### src/rtl/spi_cfg_pkg.sv
// Shared definitions for the ADC configuration-port arbiter.
// Holds the arbiter state encoding, frame geometry and the ADC register
// constants also used by the boot sequencer.
package spi_cfg_pkg;

  localparam int unsigned FRAME_W  = 16;
  localparam int unsigned READ_BIT = 15;

  typedef enum logic [1:0] {
    StIdle   = 2'b00,
    StLaunch = 2'b01,
    StWait   = 2'b10,
    StGap    = 2'b11
  } arb_state_e;

  // ADC register map (7-bit addresses); frame = {rd, addr[6:0], data[7:0]}
  localparam logic [6:0] ADC_REG_RESET   = 7'h00;
  localparam logic [6:0] ADC_REG_CLK_CFG = 7'h02;
  localparam logic [6:0] ADC_REG_ID      = 7'h03;

  function automatic logic [FRAME_W-1:0] adc_wr_frame(input logic [6:0] addr,
                                                      input logic [7:0] data);
    return {1'b0, addr, data};
  endfunction

  function automatic logic [FRAME_W-1:0] adc_rd_frame(input logic [6:0] addr);
    return {1'b1, addr, 8'h00};
  endfunction

endpackage

### src/rtl/rr_pick.sv
// Combinational round-robin picker.
// Ports:
//   req_i   - request vector, one bit per requester
//   last_i  - index of the most recent grant; search starts just after it
//   gnt_o   - one-hot grant (all zero when nothing is requested)
//   valid_o - high when gnt_o holds a grant
module rr_pick #(
  parameter int unsigned N = 3
) (
  input  logic [N-1:0] req_i,
  input  logic [1:0]   last_i,
  output logic [N-1:0] gnt_o,
  output logic         valid_o
);

  localparam int unsigned IdxW = (N > 1) ? $clog2(N) : 1;

  logic [IdxW-1:0] idx;

  always_comb begin
    gnt_o   = '0;
    valid_o = 1'b0;
    idx     = '0;
    // Offsets 1..N visit every requester once, the last winner last.
    for (int unsigned k = 1; k <= N; k++) begin
      idx = IdxW'((32'(last_i) + k) % N);
      if (!valid_o && req_i[idx]) begin
        gnt_o[idx] = 1'b1;
        valid_o    = 1'b1;
      end
    end
  end

endmodule

### src/rtl/spi_cfg_arbiter.sv
// Round-robin arbiter sharing one spi_write serialiser between NREQ requesters.
// One 16-bit frame at a time, idle gap after every frame, completion watchdog.
// Ports:
//   aclk, aresetn        - clock, asynchronous active-low reset
//   req_data/req_valid   - per-requester frame and pending flag (held until accepted)
//   req_ready            - one-hot accept, combinational, only in IDLE
//   req_done             - one-cycle completion/drop pulse to the frame owner
//   eng_data/eng_en      - frame and start pulse to the serialiser
//   eng_done             - serialiser completion pulse (only honoured in WAIT)
//   busy, grant_id       - status: not idle, current/last granted requester
//   err_timeout          - sticky watchdog flag
module spi_cfg_arbiter
  import spi_cfg_pkg::*;
#(
  parameter int unsigned NREQ       = 3,
  parameter int unsigned GAP_CYCLES = 1023,
  parameter int unsigned TIMEOUT    = 4095
) (
  input  logic                    aclk,
  input  logic                    aresetn,
  input  logic [NREQ*FRAME_W-1:0] req_data,
  input  logic [NREQ-1:0]         req_valid,
  output logic [NREQ-1:0]         req_ready,
  output logic [NREQ-1:0]         req_done,
  output logic [FRAME_W-1:0]      eng_data,
  output logic                    eng_en,
  input  logic                    eng_done,
  output logic                    busy,
  output logic [1:0]              grant_id,
  output logic                    err_timeout
);

  localparam int unsigned GapW = $clog2(GAP_CYCLES + 1);
  localparam int unsigned ToW  = $clog2(TIMEOUT + 1);
  localparam logic [GapW-1:0] GapLast  = GapW'(GAP_CYCLES - 1);
  localparam logic [ToW-1:0]  ToLast   = ToW'(TIMEOUT - 1);
  localparam logic [1:0]      GrantRst = 2'(NREQ - 1);

  arb_state_e         state_q, state_d;
  logic [1:0]         grant_q, grant_d;
  logic [FRAME_W-1:0] eng_data_q, eng_data_d;
  logic [NREQ-1:0]    done_q, done_d;
  logic [GapW-1:0]    gap_q, gap_d;
  logic [ToW-1:0]     to_q, to_d;
  logic               err_q, err_d;

  logic [NREQ-1:0]    pick_gnt;
  logic               pick_valid;
  logic [1:0]         pick_idx;
  logic [FRAME_W-1:0] pick_data;
  logic               accept;
  logic [ToW-1:0]     to_inc;
  logic               expire;
  logic [NREQ-1:0]    owner_oh;

  rr_pick #(
    .N(NREQ)
  ) u_rr_pick (
    .req_i  (req_valid),
    .last_i (grant_q),
    .gnt_o  (pick_gnt),
    .valid_o(pick_valid)
  );

  always_comb begin
    pick_idx  = '0;
    pick_data = '0;
    for (int i = 0; i < NREQ; i++) begin
      if (pick_gnt[i]) begin
        pick_idx  = 2'(i);
        pick_data = req_data[i*FRAME_W +: FRAME_W];
      end
    end
  end

  assign accept   = (state_q == StIdle) && pick_valid;
  assign owner_oh = NREQ'(1) << grant_q;
  assign to_inc   = (to_q == ToLast) ? to_q : to_q + 1'b1;
  // Last WAIT cycle is the one whose increment reaches TIMEOUT-1, so the flag
  // and the done pulse appear TIMEOUT cycles after eng_en.
  assign expire   = (to_inc == ToLast);

  // State and datapath registers
  always_ff @(posedge aclk or negedge aresetn) begin
    if (!aresetn) begin
      state_q    <= StIdle;
      grant_q    <= GrantRst;
      eng_data_q <= '0;
      done_q     <= '0;
      gap_q      <= '0;
      to_q       <= '0;
      err_q      <= 1'b0;
    end else begin
      state_q    <= state_d;
      grant_q    <= grant_d;
      eng_data_q <= eng_data_d;
      done_q     <= done_d;
      gap_q      <= gap_d;
      to_q       <= to_d;
      err_q      <= err_d;
    end
  end

  // Next-state and datapath update
  always_comb begin
    state_d    = state_q;
    grant_d    = grant_q;
    eng_data_d = eng_data_q;
    done_d     = '0;
    gap_d      = '0;
    to_d       = '0;
    err_d      = err_q;
    case (state_q)
      StIdle: begin
        if (accept) begin
          grant_d = pick_idx;
          if (pick_data[READ_BIT]) begin
            // Reads are not supported on this port: complete the handshake, drop the frame.
            done_d  = pick_gnt;
            state_d = StGap;
          end else begin
            eng_data_d = pick_data;
            state_d    = StLaunch;
          end
        end
      end
      StLaunch: state_d = StWait;
      StWait: begin
        to_d = to_inc;
        if (eng_done || expire) begin
          done_d  = owner_oh;
          state_d = StGap;
          if (!eng_done) err_d = 1'b1;
        end
      end
      StGap: begin
        if (gap_q == GapLast) begin
          state_d = StIdle;
        end else begin
          gap_d = gap_q + 1'b1;
        end
      end
      default: state_d = StIdle;
    endcase
  end

  // Outputs
  always_comb begin
    // Gated by aresetn so no accept is offered while reset is held.
    req_ready   = (state_q == StIdle && aresetn) ? pick_gnt : '0;
    req_done    = done_q;
    eng_data    = eng_data_q;
    eng_en      = (state_q == StLaunch);
    busy        = (state_q != StIdle);
    grant_id    = grant_q;
    err_timeout = err_q;
  end

endmodule

### config.mk
export PLATFORM = sky130hd
export DESIGN_NAME = spi_cfg_arbiter
export DESIGN_NICKNAME = d
export VERILOG_FILES = /design/src/rtl/spi_cfg_pkg.sv /design/src/rtl/rr_pick.sv /design/src/rtl/spi_cfg_arbiter.sv
export SDC_FILE = /design/constraint.sdc
export NUM_CORES = 1
export LEC_CHECK = 0
export BUFFER_PORTS_ARGS = -buffer_cell sky130_fd_sc_hd__buf_2
export CAP_MARGIN = 20
export CORE_MARGIN = 2
export CORE_UTILIZATION = 47
export CTS_CLUSTER_SIZE = 20
export DETAILED_ROUTE_END_ITERATION = 8
export PLACE_DENSITY = 0.83
export SLEW_MARGIN = 20
export SYNTH_ARGS = -nofsm -noshare
export SYNTH_HDL_FRONTEND = slang
export SYNTH_HIERARCHICAL = 1
export SYNTH_SLANG_ARGS = --single-unit
### constraint.sdc
create_clock -name aclk -period 2.8 [get_ports aclk]
set_input_delay 0.7 -clock aclk [delete_from_list [all_inputs] [get_ports aclk]]
set_output_delay 0.7 -clock aclk [all_outputs]
set_load 0.02 [all_outputs]
==> flow_metrics.env <==
export IMPL_power_mw=3.383
export IMPL_synth_xor_area_share_pct=3.717
export IMPL_setup_violations=3
export IMPL_fmax_mhz=344.2
export IMPL_setup_ws_ns=-0.1053
export IMPL_slew_violations=0
export IMPL_rows=28
export IMPL_antennaDiodeCount=0
export IMPL_drv_cap=0
export IMPL_cts_tree="built"
export IMPL_p_per_area_mw_per_mm2=921.9
export IMPL_die_height_um=81.57
export IMPL_finClkSkew_ns=0.01646
export IMPL_dpl_cell_count=471
export IMPL_clkSinkCount=45
export IMPL_ioPinCount=81
export IMPL_vias=2862
export IMPL_yosys_area_share_simple_pct=21.24
export IMPL_synth_nets=393
export IMPL_seq_area_frac_synth_pct=39.87
export IMPL_grt_usage_pct=21.74
export IMPL_clkTransAtPathRegs_ns=0.09
export IMPL_place_ws_ns=-0.02262
export IMPL_min_period_ns=2.905
export IMPL_violations="setup timing"
export IMPL_port_buffer_count=79
export IMPL_endpoint_kind="output port"
export IMPL_start_util_pct=48.33
export IMPL_startpoint="grant_id[1]"
export IMPL_synthMuxAreaShare_pct=2.212
export IMPL_grt_pass1_vias=2470
export IMPL_yosysWarnings=6
export IMPL_cts_hold_fix_buffers=0
export IMPL_synth_edf_count=0
export IMPL_routed_wl_um=7970
export IMPL_antenna_found_initial=0
export IMPL_grt_pass1_wl_um=11320
export IMPL_worstHoldPathType="in -> async"
export IMPL_die_w_um=81.57
export IMPL_crit_path_max_fanout=6
export IMPL_synthAdderAreaFrac_pct=5.310
export IMPL_status="complete, but fails checks"
export IMPL_ys_flop_type="dfrtp_1"
export IMPL_syn_area_per_cell_um2=8.647
export IMPL_clockBufferDepth=2
export IMPL_grt_overflow_total=0
export IMPL_rr_startpoint="grant_id[1]"
export IMPL_drc=0
export IMPL_ir_drop_v=0.0006100
export IMPL_total_leakage_power_nw=1.707
export IMPL_gp_congestion=0.9788
export IMPL_critPathKind="reg -> out"
export IMPL_timing_final_crit_share_pct=103.8
export IMPL_core_area_mm2=0.005851
export IMPL_synth_top_family_by_area="compound AO/OA/AOI/OAI gates"
export IMPL_grt_start_max_net_pins=44
export IMPL_area_delta_synth_final_pct=29.78
export IMPL_fin_cells=494
export IMPL_crit_arrival_ns=2.21
export IMPL_drt_first_pass_iters=5
export IMPL_tightest_slew_ns=0.5524
export IMPL_drive_above_1_share_pct=34.84
export IMPL_place_hpwl_um=5121
export IMPL_timing_hold_ws_ns=0.2033
export IMPL_required_ns=2.10
export IMPL_cts_buffers=5
export IMPL_clockRootBuffer="clkbuf_8"
export IMPL_via_per_inst=5.794
export IMPL_hold_violations=0
export IMPL_n_fill_cell=460
export IMPL_htree_levels=2
export IMPL_routedWlPerCell_um=16.13
export IMPL_ant_nets=0
export IMPL_utilization_pct=62.72
export IMPL_synth_compound_gate_area_share_pct=22.70
export IMPL_clkLatencyLatePin_ns=0.30
export IMPL_syn_inst=327
export IMPL_syn_area_mm2=0.002828
export IMPL_synth_seq_cells=45
export IMPL_ys_types=55
export IMPL_initialDrtViolationCount=150
export IMPL_finalNetCount=484
export IMPL_dieArea_mm2=0.006653
export IMPL_crit_path_start_kind="flop"
export IMPL_rsz0062_at_grt="yes"
export IMPL_relSlewSlack_pct=63.17
export IMPL_async_reset_ff_share_pct=100.0
-- through the flow --
| step | TNS [ns] | area (um2) |
|---|---|---|
| floorplan | -0.06036 | 2845 |
| global placement | 0 | 3314 |
| detailed placement | -0.04213 | 3314 |
| CTS | -0.07400 | 3583 |
| global route | -0.7047 | 3670 |
| finish | -0.2400 | 3670 |
-- power by group --
group	total [mW]	leakage, nW	switching, mW	internal, mW
sequential	0.926	0.602	0.135	0.791
clock	0.521	0.0574	0.231	0.290
combinational	1.94	1.05	1.14	0.797
-- worst paths after layout --
path / end / slack, ns / cells after the start
max: req_ready[0] / -0.11 / 9
min: eng_data[6] / 0.20 / 1
max reg2reg: state_q[1] / 0.01 / 14
min reg2reg: eng_data[9] / 0.49 / 2
max in group asynchronous: grant_id[0] / 1.81 / 2
min in group aclk: eng_data[9] / 0.49 / 2
-- area by class of cell --
| type | instances | area (um2) | share of cell area (%) |
|---|---|---|---|
| Clock inverter | 2 | 37.54 | 1.023 |
| Multi-Input combinational cell | 253 | 1693 | 46.13 |
| Sequential cell | 45 | 1129 | 30.75 |
| Timing Repair Buffer | 103 | 594.3 | 16.20 |
| Clock buffer | 6 | 82.58 | 2.250 |
| Tap cell | 75 | 93.84 | 2.557 |
| Inverter | 10 | 40.04 | 1.091 |
-- registers in the layout, indices dropped and copies added (netlist names) --
signal,cells
grant_id,2
to_q,12
req_done,3
err_timeout,1
state_q,2
eng_data,15
gap_q,10
-- per-layer routing --
layer	GRT usage (%)	share of wire, %	vias up
met4	8.644	2.8	0
met2	36.48	51	127
li1	-	-	1348
met5	0	0	-
met3	4.286	4.9	29
met1	27.49	42	1358
-- what timing repair did --
action | in CTS | in global routing
setup endpoints to repair | 19 | 19
gates resized for setup | 22 | 12
cloned | 0 | 1
setup buffers | 8 | 6
pin swaps | 9 | 13
-- cell families after synthesis --
| group | Yosys count |
|---|---|
| simple gates | 124 |
| compound gates | 97 |
| flops | 45 |
| buf+inv | 30 |
| fa+ha+maj | 12 |
| xor+xnor | 12 |
| mux | 6 |
| other cells | 1 |
-- cells in the final DEF, fill, tap and decap left out, types with 2 or more instances in the layout --
cell type and n:
a211oi_1 2, a21oi_1 24, a22oi_1 15, a311oi_1 3
a31oi_1 3, a41oi_1 2, and2_1 2, and3_1 3
and3_4 2, buf_2 76, buf_4 24, buf_6 3
clkbuf_8 6, dfrtp_1 43, ha_1 8, ha_4 4
inv_1 8, mux2_2 2, mux2i_1 2, mux2i_2 2
nand2_1 32, nand2b_1 3, nand3_1 13, nand3b_1 4
nand4_1 5, nor2_1 39, nor3_1 5, nor4_1 2
o21a_1 3, o21ai_0 20, o21ai_1 5, o21ai_2 4
or2_4 2, or3_1 3, xnor2_1 3, xor2_1 9
-- critical path, stage by stage (launching register included) --
cell	delay (ns)
dfstp_2	0.61
inv_4	0.06
ha_4	0.18
mux2i_2	0.15
o21ai_2	0.27
buf_4	0.19
nand2_2	0.05
o21ai_2	0.07
and3_4	0.20
buf_6	0.11
-- cells in the mapped netlist, types with 2 or more instances --
| master | number | share of area, % |
|---|---|---|
| buf_4 | 3 | 0.80 |
| nand4_1 | 5 | 1.1 |
| nor2b_1 | 2 | 0.44 |
| a31oi_1 | 3 | 0.66 |
| nand3b_1 | 4 | 1.1 |
| mux2i_1 | 4 | 1.4 |
| dfrtp_1 | 44 | 39 |
| nor2_1 | 39 | 5.2 |
| and3_1 | 6 | 1.3 |
| nand2b_1 | 3 | 0.66 |
| a22oi_1 | 15 | 4.0 |
| inv_1 | 10 | 1.3 |
| and2_1 | 2 | 0.44 |
| mux2_2 | 2 | 0.80 |
| ha_1 | 12 | 5.3 |
| xor2_1 | 9 | 2.8 |
| o21a_1 | 4 | 1.1 |
| o21ai_1 | 4 | 0.71 |
| or3_1 | 3 | 0.66 |
| nor4_1 | 2 | 0.44 |
| buf_2 | 4 | 0.71 |
| o21ai_2 | 2 | 0.62 |
| nand3_1 | 13 | 2.3 |
| a211oi_1 | 3 | 0.80 |
| xnor2_1 | 3 | 0.93 |
| a41oi_1 | 2 | 0.62 |
| clkbuf_1 | 12 | 1.6 |
| o21ai_0 | 23 | 4.1 |
| a311oi_1 | 3 | 0.93 |
| nand2_1 | 33 | 4.4 |
| nor3_1 | 5 | 0.88 |
| a21oi_1 | 25 | 4.4 |
Power figures use the tool's default switching activity.
